[src/rtl/modexp_pkg.sv]
// ============================================================================
// Module      : modexp_pkg
// Description : Shared types and constants for the modular exponentiation
//               controller (state encodings, MonPro phase, literal-one operand)
// Revision    : 1.0 - initial release
// ============================================================================
`default_nettype none

package modexp_pkg;

  typedef enum logic [2:0] {
    IDLE   = 3'd0,
    PRE_M  = 3'd1,
    PRE_R  = 3'd2,
    SQUARE = 3'd3,
    MULT   = 3'd4,
    POST   = 3'd5,
    REDUCE = 3'd6,
    DONE   = 3'd7
  } modexp_state_t;

  typedef enum logic [0:0] {
    ISSUE = 1'b0,
    WAIT  = 1'b1
  } mp_phase_t;

  localparam int unsigned c_MP_ONE = 1;

endpackage

`default_nettype wire

[src/rtl/modexp_msb_detect.sv]
// ============================================================================
// Module      : modexp_msb_detect
// Description : Combinational priority encoder returning the index of the
//               most significant set bit of the exponent (0 when E is zero)
// Revision    : 1.0 - initial release
// ============================================================================
`default_nettype none

module modexp_msb_detect #(
  parameter int E_WIDTH = 64,
  parameter int CNT_W   = 6
) (
  input  logic [E_WIDTH-1:0] i_E,
  output logic [CNT_W-1:0]   o_idx
);

  always_comb begin
    o_idx = '0;
    for (int i = 0; i < E_WIDTH; i++) begin
      if (i_E[i]) begin
        o_idx = CNT_W'(i);
      end
    end
  end

endmodule

`default_nettype wire

[src/rtl/modexp_ctrl.sv]
// ============================================================================
// Module      : modexp_ctrl
// Description : Left-to-right binary modular exponentiation sequencer driving
//               an external Montgomery product (MonPro) unit.
//               Optional macro: MODEXP_SKIP_LEADING_ZEROS_EN
// Revision    : 1.0 - initial release
// ============================================================================
`default_nettype none

module modexp_ctrl
  import modexp_pkg::*;
#(
  parameter int DATAWIDTH = 64,
  parameter int E_WIDTH   = 64
) (
  input  logic                 clk,
  input  logic                 rst,
  input  logic                 start,
  output logic                 ready,
  output logic                 o_valid,
  input  logic [DATAWIDTH-1:0] i_M,
  input  logic [E_WIDTH-1:0]   i_E,
  input  logic [DATAWIDTH-1:0] i_N,
  input  logic [DATAWIDTH-1:0] i_R2,
  output logic [DATAWIDTH-1:0] o_result,
  output logic                 mp_start,
  input  logic                 mp_ready,
  input  logic                 mp_valid,
  output logic [DATAWIDTH-1:0] mp_A,
  output logic [DATAWIDTH-1:0] mp_B,
  output logic [DATAWIDTH-1:0] mp_N,
  input  logic [DATAWIDTH-1:0] mp_U
);

  localparam int                   c_CNT_W   = (E_WIDTH > 1) ? $clog2(E_WIDTH) : 1;
  localparam logic [DATAWIDTH-1:0] c_ONE     = DATAWIDTH'(c_MP_ONE);
  localparam logic [c_CNT_W-1:0]   c_CNT_TOP = c_CNT_W'(E_WIDTH - 1);

  modexp_state_t        r_state, w_state_nx;
  mp_phase_t            r_phase, w_phase_nx;

  logic [E_WIDTH-1:0]   r_E;
  logic [DATAWIDTH-1:0] r_R2;
  logic [DATAWIDTH-1:0] r_Mb;
  logic [DATAWIDTH-1:0] r_Xb;
  logic [DATAWIDTH-1:0] r_X;
  logic [DATAWIDTH-1:0] r_result;
  logic [DATAWIDTH-1:0] r_mp_A, r_mp_B, r_mp_N;
  logic [c_CNT_W-1:0]   r_cnt;

  logic                 w_in_mp;
  logic                 w_mp_start;
  logic                 w_capture;
  logic                 w_cnt_dec;
  logic                 w_latch;
  logic                 w_load_ops;
  logic [c_CNT_W-1:0]   w_cnt_init;
  logic                 w_e0_in;
  logic                 w_e0_lat;
  logic [DATAWIDTH-1:0] w_xb_nx;
  logic [DATAWIDTH-1:0] w_ld_A, w_ld_B;
  logic [DATAWIDTH:0]   w_diff;
  logic                 w_ge;

`ifdef MODEXP_SKIP_LEADING_ZEROS_EN
  logic [c_CNT_W-1:0] w_msb_idx;

  modexp_msb_detect #(
    .E_WIDTH (E_WIDTH),
    .CNT_W   (c_CNT_W)
  ) u_msb_detect (
    .i_E   (i_E),
    .o_idx (w_msb_idx)
  );

  assign w_cnt_init = w_msb_idx;
  assign w_e0_in    = ~|i_E;
  assign w_e0_lat   = ~|r_E;
`else
  assign w_cnt_init = c_CNT_TOP;
  assign w_e0_in    = 1'b0;
  assign w_e0_lat   = 1'b0;
`endif

  assign w_latch = (r_state == IDLE) && start;

  always_ff @(posedge clk or posedge rst) begin
    if (rst) begin
      r_state <= IDLE;
      r_phase <= ISSUE;
    end else begin
      r_state <= w_state_nx;
      r_phase <= w_phase_nx;
    end
  end

  always_comb begin
    w_state_nx = r_state;
    w_phase_nx = r_phase;
    w_mp_start = 1'b0;
    w_capture  = 1'b0;
    w_cnt_dec  = 1'b0;
    w_in_mp    = r_state inside {PRE_M, PRE_R, SQUARE, MULT, POST};

    if (w_in_mp) begin
      if (r_phase == ISSUE) begin
        if (mp_ready) begin
          w_mp_start = 1'b1;
          w_phase_nx = WAIT;
        end
      end else if (mp_valid) begin
        w_capture  = 1'b1;
        w_phase_nx = ISSUE;
      end
    end

    case (r_state)
      IDLE:   if (start) w_state_nx = w_e0_in ? PRE_R : PRE_M;
      PRE_M:  if (w_capture) w_state_nx = PRE_R;
      PRE_R:  if (w_capture) w_state_nx = w_e0_lat ? POST : SQUARE;
      SQUARE: begin
        if (w_capture) begin
          if (r_E[r_cnt]) begin
            w_state_nx = MULT;
          end else begin
            w_cnt_dec  = (r_cnt != '0);
            w_state_nx = (r_cnt == '0) ? POST : SQUARE;
          end
        end
      end
      MULT: begin
        if (w_capture) begin
          w_cnt_dec  = (r_cnt != '0);
          w_state_nx = (r_cnt == '0) ? POST : SQUARE;
        end
      end
      POST:   if (w_capture) w_state_nx = REDUCE;
      REDUCE: w_state_nx = DONE;
      DONE:   w_state_nx = IDLE;
      default: w_state_nx = IDLE;
    endcase
  end

  // Operands for the next request are registered in the same cycle the
  // previous result is captured, so the freshly arriving mp_U is forwarded.
  assign w_load_ops = w_capture || w_latch;

  always_comb begin
    w_xb_nx = (w_capture && (r_state inside {PRE_R, SQUARE, MULT})) ? mp_U : r_Xb;
    w_ld_A  = r_mp_A;
    w_ld_B  = r_mp_B;
    case (w_state_nx)
      PRE_M: begin
        w_ld_A = i_M;
        w_ld_B = i_R2;
      end
      PRE_R: begin
        w_ld_A = c_ONE;
        w_ld_B = (r_state == IDLE) ? i_R2 : r_R2;
      end
      SQUARE: begin
        w_ld_A = w_xb_nx;
        w_ld_B = w_xb_nx;
      end
      MULT: begin
        w_ld_A = r_Mb;
        w_ld_B = w_xb_nx;
      end
      POST: begin
        w_ld_A = w_xb_nx;
        w_ld_B = c_ONE;
      end
      default: begin
        w_ld_A = r_mp_A;
        w_ld_B = r_mp_B;
      end
    endcase
  end

  assign w_diff = {1'b0, r_X} - {1'b0, r_mp_N};
  assign w_ge   = ~w_diff[DATAWIDTH];

  always_ff @(posedge clk or posedge rst) begin
    if (rst) begin
      r_E      <= '0;
      r_R2     <= '0;
      r_Mb     <= '0;
      r_Xb     <= '0;
      r_X      <= '0;
      r_result <= '0;
      r_mp_A   <= '0;
      r_mp_B   <= '0;
      r_mp_N   <= '0;
      r_cnt    <= '0;
    end else begin
      if (w_latch) begin
        r_E    <= i_E;
        r_R2   <= i_R2;
        r_mp_N <= i_N;
        r_cnt  <= w_cnt_init;
      end
      if (w_cnt_dec) begin
        r_cnt <= r_cnt - 1'b1;
      end
      if (w_capture) begin
        case (r_state)
          PRE_M:               r_Mb <= mp_U;
          PRE_R, SQUARE, MULT: r_Xb <= mp_U;
          POST:                r_X  <= mp_U;
          default:             ;
        endcase
      end
      if (w_load_ops) begin
        r_mp_A <= w_ld_A;
        r_mp_B <= w_ld_B;
      end
      if (r_state == REDUCE) begin
        r_result <= w_ge ? w_diff[DATAWIDTH-1:0] : r_X;
      end
    end
  end

  assign ready    = (r_state == IDLE);
  assign o_valid  = (r_state == DONE);
  assign o_result = r_result;
  assign mp_start = w_mp_start;
  assign mp_A     = r_mp_A;
  assign mp_B     = r_mp_B;
  assign mp_N     = r_mp_N;

endmodule

`default_nettype wire
[config.mk]
export PLATFORM = sky130hd
export DESIGN_NAME = modexp_ctrl
export DESIGN_NICKNAME = d
export VERILOG_FILES = /design/src/rtl/modexp_pkg.sv /design/src/rtl/modexp_msb_detect.sv /design/src/rtl/modexp_ctrl.sv
export SDC_FILE = /design/constraint.sdc
export NUM_CORES = 2
export LEC_CHECK = 0
export BUFFER_PORTS_ARGS = -buffer_cell sky130_fd_sc_hd__buf_2
export CORE_MARGIN = 2
export CORE_UTILIZATION = 32
export DETAILED_ROUTE_END_ITERATION = 6
export SETUP_SLACK_MARGIN = 0.2
export SYNTH_ARGS = -nofsm -noshare
export SYNTH_HDL_FRONTEND = slang
export SYNTH_SLANG_ARGS = --single-unit
[constraint.sdc]
create_clock -name clk -period 27.1 [get_ports clk]
set_input_delay 0 -clock clk [delete_from_list [all_inputs] [get_ports clk]]
set_output_delay 0 -clock clk [all_outputs]
set_load 0.1 [all_outputs]
* Word-level counts from Yosys, hierarchy flattened
Cells that the tools add are included.
Word-level totals: register bits after elaboration 586, bits of input ports 325, output and inout port bits 259, word-level logic and storage cells 76
Cells by class: $add $sub $neg 2, order comparisons 1, eq/ne operators 12, muxes and demuxes 30, reductions and logical operators 19
Operators with widths (number):
- 64-bit case mux with 4 select lines | 2
- 64-bit 2-to-1 mux | 3
- 64-bit by 64-bit subtractor with 65-bit output | 1
- 3-bit 2-to-1 mux | 8
- 3-bit case mux with 8 select lines | 1
- 3-bit equality test (second input constant) | 6
- 3-bit by 2-bit equality test with 1-bit output (second input constant) | 4
- 1-bit 2-to-1 mux | 12
- 6-bit 2-to-1 mux | 2
- 2-bit AND reduction | 5
- 4-bit nonzero test | 2
- 6-bit by 7-bit less-than comparator with 1-bit output (second input constant) | 1
- 1-bit binary-select mux with 6-bit select | 1
- 3-bit by 1-bit equality test with 1-bit output (second input constant) | 2
- 6-bit zero test | 1
- 6-bit nonzero test | 1
- 6-bit by 1-bit subtractor with 6-bit output (second input constant) | 1
- 5-bit nonzero test | 1
- 2-bit OR reduction | 2
- 3-bit zero test | 1
- 3-bit nonzero test | 1
- 3-bit OR reduction | 1
- 1-bit logical AND | 2
- 1-bit case mux with 2 select lines | 1
- 2 further kinds | 2

* Longest topological paths before layout
depth after elaboration 9, gate-level depth with buffers 16, depth with buffers taken out 13

* Least setup slack after synthesis
OpenSTA, ideal clock, no wires.
kind register to register, from reg r_state[0], to reg r_R2[10], library setup time 0.125 ns, arrival 4.437 ns, data required time 26.975 ns, slack 22.538 ns, stages on the path, launching flop included 9, buffers on the path 5, period minus slack after synthesis 4.562 ns, cells stage by stage dfrtp_1 clkbuf_1 clkbuf_1 nor3_1 and2_1 clkbuf_1 clkbuf_1 clkbuf_1 mux2_2
Between the ends: cells in the longest elaborated chain, start to end 2
RTL lines:
- start, declared | line modexp_ctrl.sv:39 | modexp_state_t r_state, w_state_nx;
- start signal, assigned | line modexp_ctrl.sv:92 | r_state <= w_state_nx;
- 3-bit zero test
- via ready | line modexp_ctrl.sv:19 | output logic ready,
- 1-bit logical AND | line modexp_ctrl.sv:85 | assign w_latch = (r_state == IDLE) && start;
- end signal, assigned | line modexp_ctrl.sv:198 | r_R2 <= i_R2;
- end, declared | line modexp_ctrl.sv:43 | logic [DATAWIDTH-1:0] r_R2;
The timed path passes the listed nets, and every way through them passes these cells. A chain may end at the register's enable or synchronous reset.

* Worst setup path after layout
from reg r_cnt[1], to reg r_mp_B[14] (netlist: mp_B[14])
Between the ends: cells in the longest elaborated chain, start to end 9, elaborated cells between the ends (all ways) 17, classes of those cells eq/ne (5); mux (8); reduce/logical (4)
RTL lines:
- start, declared | line modexp_ctrl.sv:49 | logic [c_CNT_W-1:0] r_cnt;
- start signal, assigned | line modexp_ctrl.sv:200 | r_cnt <= w_cnt_init;
- start signal, assigned | line modexp_ctrl.sv:203 | r_cnt <= r_cnt - 1'b1;
- 1-bit binary-select mux with 6-bit select or 6-bit zero test (tied branches) | line modexp_ctrl.sv:123, modexp_ctrl.sv:127, modexp_ctrl.sv:134
- 1-bit 2-to-1 mux (not written as such) or 3-bit 2-to-1 mux (tied branches) | line modexp_ctrl.sv:123, modexp_ctrl.sv:127, modexp_ctrl.sv:134
- 3-bit 2-to-1 mux | line modexp_ctrl.sv:123 | if (r_E[r_cnt]) begin
- 3-bit 2-to-1 mux | line modexp_ctrl.sv:122 | if (w_capture) begin
- 3-bit case mux with 8 select lines * | line modexp_ctrl.sv:117 | case (r_state)
- 3-bit equality test or 3-bit by 2-bit equality test with 1-bit output (tied branches) | line modexp_ctrl.sv:152 | case (w_state_nx)
- 2-bit OR reduction (no line)
- 4-bit nonzero test (no line)
- 2-bit AND reduction (no line)
- end signal, assigned | line modexp_ctrl.sv:215 | r_mp_B <= w_ld_B;
- end, declared | line modexp_ctrl.sv:48 | logic [DATAWIDTH-1:0] r_mp_A, r_mp_B, r_mp_N;
Mark *: on every way between the ends. The rest lies on a longest branch, timed or not. The select of a mux whose other input is x is not followed.

==> flow_metrics.env <==
export IMPL_cp_required_ps=27600
export IMPL_reg2reg_depth=12
export IMPL_drive_above_1_share_pct=30.8
export IMPL_root_buffer="clkbuf_16"
export IMPL_fillers=8623
export IMPL_h_tree_depth=3
export IMPL_mostFrequentLayoutCell="dfrtp_1"
export IMPL_dr_first_iter_drc_count=1723
export IMPL_grt_pass1_wl_mm=155
export IMPL_cts_tree="built"
export IMPL_cp_max_fo=37
export IMPL_top_usage_layer="met2"
export IMPL_die_w_um=306
export IMPL_clock_fmax_mhz=219
export IMPL_met2_usage_pct=35.0
export IMPL_cts_setup_buffers=0
export IMPL_synth_nets=3063
export IMPL_worst_setup_path_end_kind="register"
export IMPL_wl_per_cell_um=21.2
export IMPL_ant_nets=0
export IMPL_outcome="finished, final reports clean"
export IMPL_die_area_um2=93700
export IMPL_synth_edf_count=0
export IMPL_slew_headroom_pct=26.4
export IMPL_antenna_found_initial=6
export IMPL_final_max_slew_viol_count=0
export IMPL_grt_pass1_vias=25600
export IMPL_portBuffers=583
export IMPL_track_usage_pct=21.2
export IMPL_clk_path_buf_depth=3
export IMPL_gp_routability_congestion=0.823
export IMPL_syn2layout_area_growth_pct=32.8
export IMPL_place_hpwl_mm=70.1
export IMPL_seqCellArea_um2=14700
export IMPL_initial_utilization_pct=32.4
export IMPL_die_h_um=306
export IMPL_vias_per_cell=5.18
export IMPL_grt_start_max_net_pins=147
export IMPL_crit_type="register to register"
export IMPL_fin_skew_ps=34.2
export IMPL_synth_area_um2=29200
export IMPL_placementRows=110
export IMPL_ys_warn_count=0
export IMPL_maxCapViolCount=0
export IMPL_fin_crit_ps=4570
export IMPL_finalSetupTns_ps=0
export IMPL_clk_pin_slew_ps=60
export IMPL_met3_usage_pct=4.32
export IMPL_grtUsageMet1_pct=27.3
export IMPL_regToRegEndpoint="mp_B[14]$_DFFE_PP0P_"
export IMPL_core_area_um2=90300
export IMPL_layout_common_cells="dfrtp_1, buf_2, dlygate4sd3_1"
export IMPL_start_kind="register"
export IMPL_rsz0062_at_grt="no"
export IMPL_ys_ff_latch=586
export IMPL_setup_violations=0
export IMPL_avgSynthCellArea_um2=10.9
export IMPL_yosysSeqAreaShare_pct=50.2
export IMPL_overflow=0
export IMPL_ios=584
export IMPL_finalHoldViolations=0
export IMPL_hold_path_class="input port to asynchronous set/reset pin"
export IMPL_num_vias=24500
export IMPL_wirelength_mm=101
export IMPL_worst_ep_arrival_time_ps=5080
export IMPL_syn_inst=2672
export IMPL_rr_startpoint="r_cnt[1]$_DFFE_PP0P_"
export IMPL_synth_flop_cell="dfrtp_1"
export IMPL_numClockSinks=586
export IMPL_first_pass_iters=5
export IMPL_drc_errors=0
export IMPL_cts_buffers=71
export IMPL_reg2reg_slack_ps=22530
export IMPL_ys_async_sr_fraction_pct=100
export IMPL_synth_cell_types=84
export IMPL_multi_input_area_um2=13200
export IMPL_clkLatencyLatePin_ps=640
export IMPL_nNetsFinal=3890
export IMPL_period_share_pct=16.9
export IMPL_worstMarginPinSlew_ps=1100
cells by family after synthesis:
kind of cell             Yosys count  share of synthesized area (%)
buffers and inverters            346                           4.83
adder cells (fa/ha/maj)           66                           2.85
AO/OA/AOI/OAI                    856                           20.4
AND/OR/NAND/NOR                  414                           6.43
flip-flops                       586                           50.2
XOR/XNOR                          52                           1.56
multiplexers                     352                           13.8
metal layers:
| metal | vias up | wire length, um |
|---|---|---|
| met2 | 817 | 47800 |
| met1 | 12200 | 43200 |
| met3 | 178 | 6110 |
| met4 | 2 | 3450 |
| li1 | 11400 | - |
| met5 | - | 34 |
sequential cells by signal (all words and copies together), names as in the netlist, 6 cells and up:
| register | cells |
|---|---|
| r_cnt | 6 |
| o_result | 64 |
| mp_B | 64 |
| r_X | 64 |
| mp_A | 64 |
| r_Xb | 64 |
| r_R2 | 64 |
| mp_N | 64 |
| r_Mb | 64 |
| r_E | 64 |
critical path: stages, from the launching register on:
cell	delay, ps
dfrtp_1	860
mux4_2	410
and2_1	170
a211oi_1	200
a31oi_1	130
o22a_1	300
nand3_1	160
o21ai_4	70
buf_4	280
nor2_4	870
buf_4	680
o21ai_1	120
o21a_1	130
how the worst max path moves through the flow:
stage	start	to	slack [ps]	cells past startpoint
2_1_floorplan	rst	mp_A[0]$_DFFE_PP0P_	10700	1
3_3_place_gp	r_cnt[0]$_DFFE_PP0P_	mp_B[62]$_DFFE_PP0P_	22600	13
3_5_place_dp	r_cnt[1]$_DFFE_PP0P_	mp_B[62]$_DFFE_PP0P_	22470	12
4_1_cts	r_cnt[1]$_DFFE_PP0P_	mp_B[14]$_DFFE_PP0P_	22470	12
5_1_grt	r_cnt[1]$_DFFE_PP0P_	mp_B[16]$_DFFE_PP0P_	22240	11
6_report	r_cnt[1]$_DFFE_PP0P_	mp_B[14]$_DFFE_PP0P_	22530	12
final cells by class:
type / instances / area share (%)
well taps: 1176 / 3.79
clock buffers: 93 / 5.08
multi-input cells: 1740 / 34.1
diodes: 5 / 0.0323
flip-flops and latches: 586 / 37.8
repair buffers: 941 / 16.6
clock inverters: 36 / 1.03
inverters: 159 / 1.56
metrics by stage:
step           util [%]  cells  worst slack (ps)  cell area (um^2)  hold slack [ps]
2_1_floorplan         -   2672             10700             29200              117
4_1_cts            43.0   4731             22470             38800             67.2
5_1_grt            43.0   4735             22240             38800              120
6_report           43.0   4736             22530             38800             59.2
3_5_place_dp       36.7   4278             22470             33200              207
3_3_place_gp       36.7   4278             22600             33200              201
synthesized netlist by cell type (66+ instances only):
master / n / area [um^2]
inv_1: 158 / 593
o21ai_0: 228 / 1140
mux2i_1: 81 / 811
dfrtp_1: 586 / 14700
a21oi_1: 133 / 666
clkbuf_1: 131 / 492
o21a_1: 139 / 1040
mux2_2: 257 / 2890
nor2_1: 103 / 387
o21ai_1: 66 / 330
nand2_1: 174 / 653
a221oi_1: 78 / 683
what timing repair did:
item	CTS	global route
hold buffers	324	0
endpoints found under the hold margin	624	0
resized for setup	0	0
Power is not shown: default switching activity piles up to over one toggle a cycle in this logic, so the estimate is an artifact.
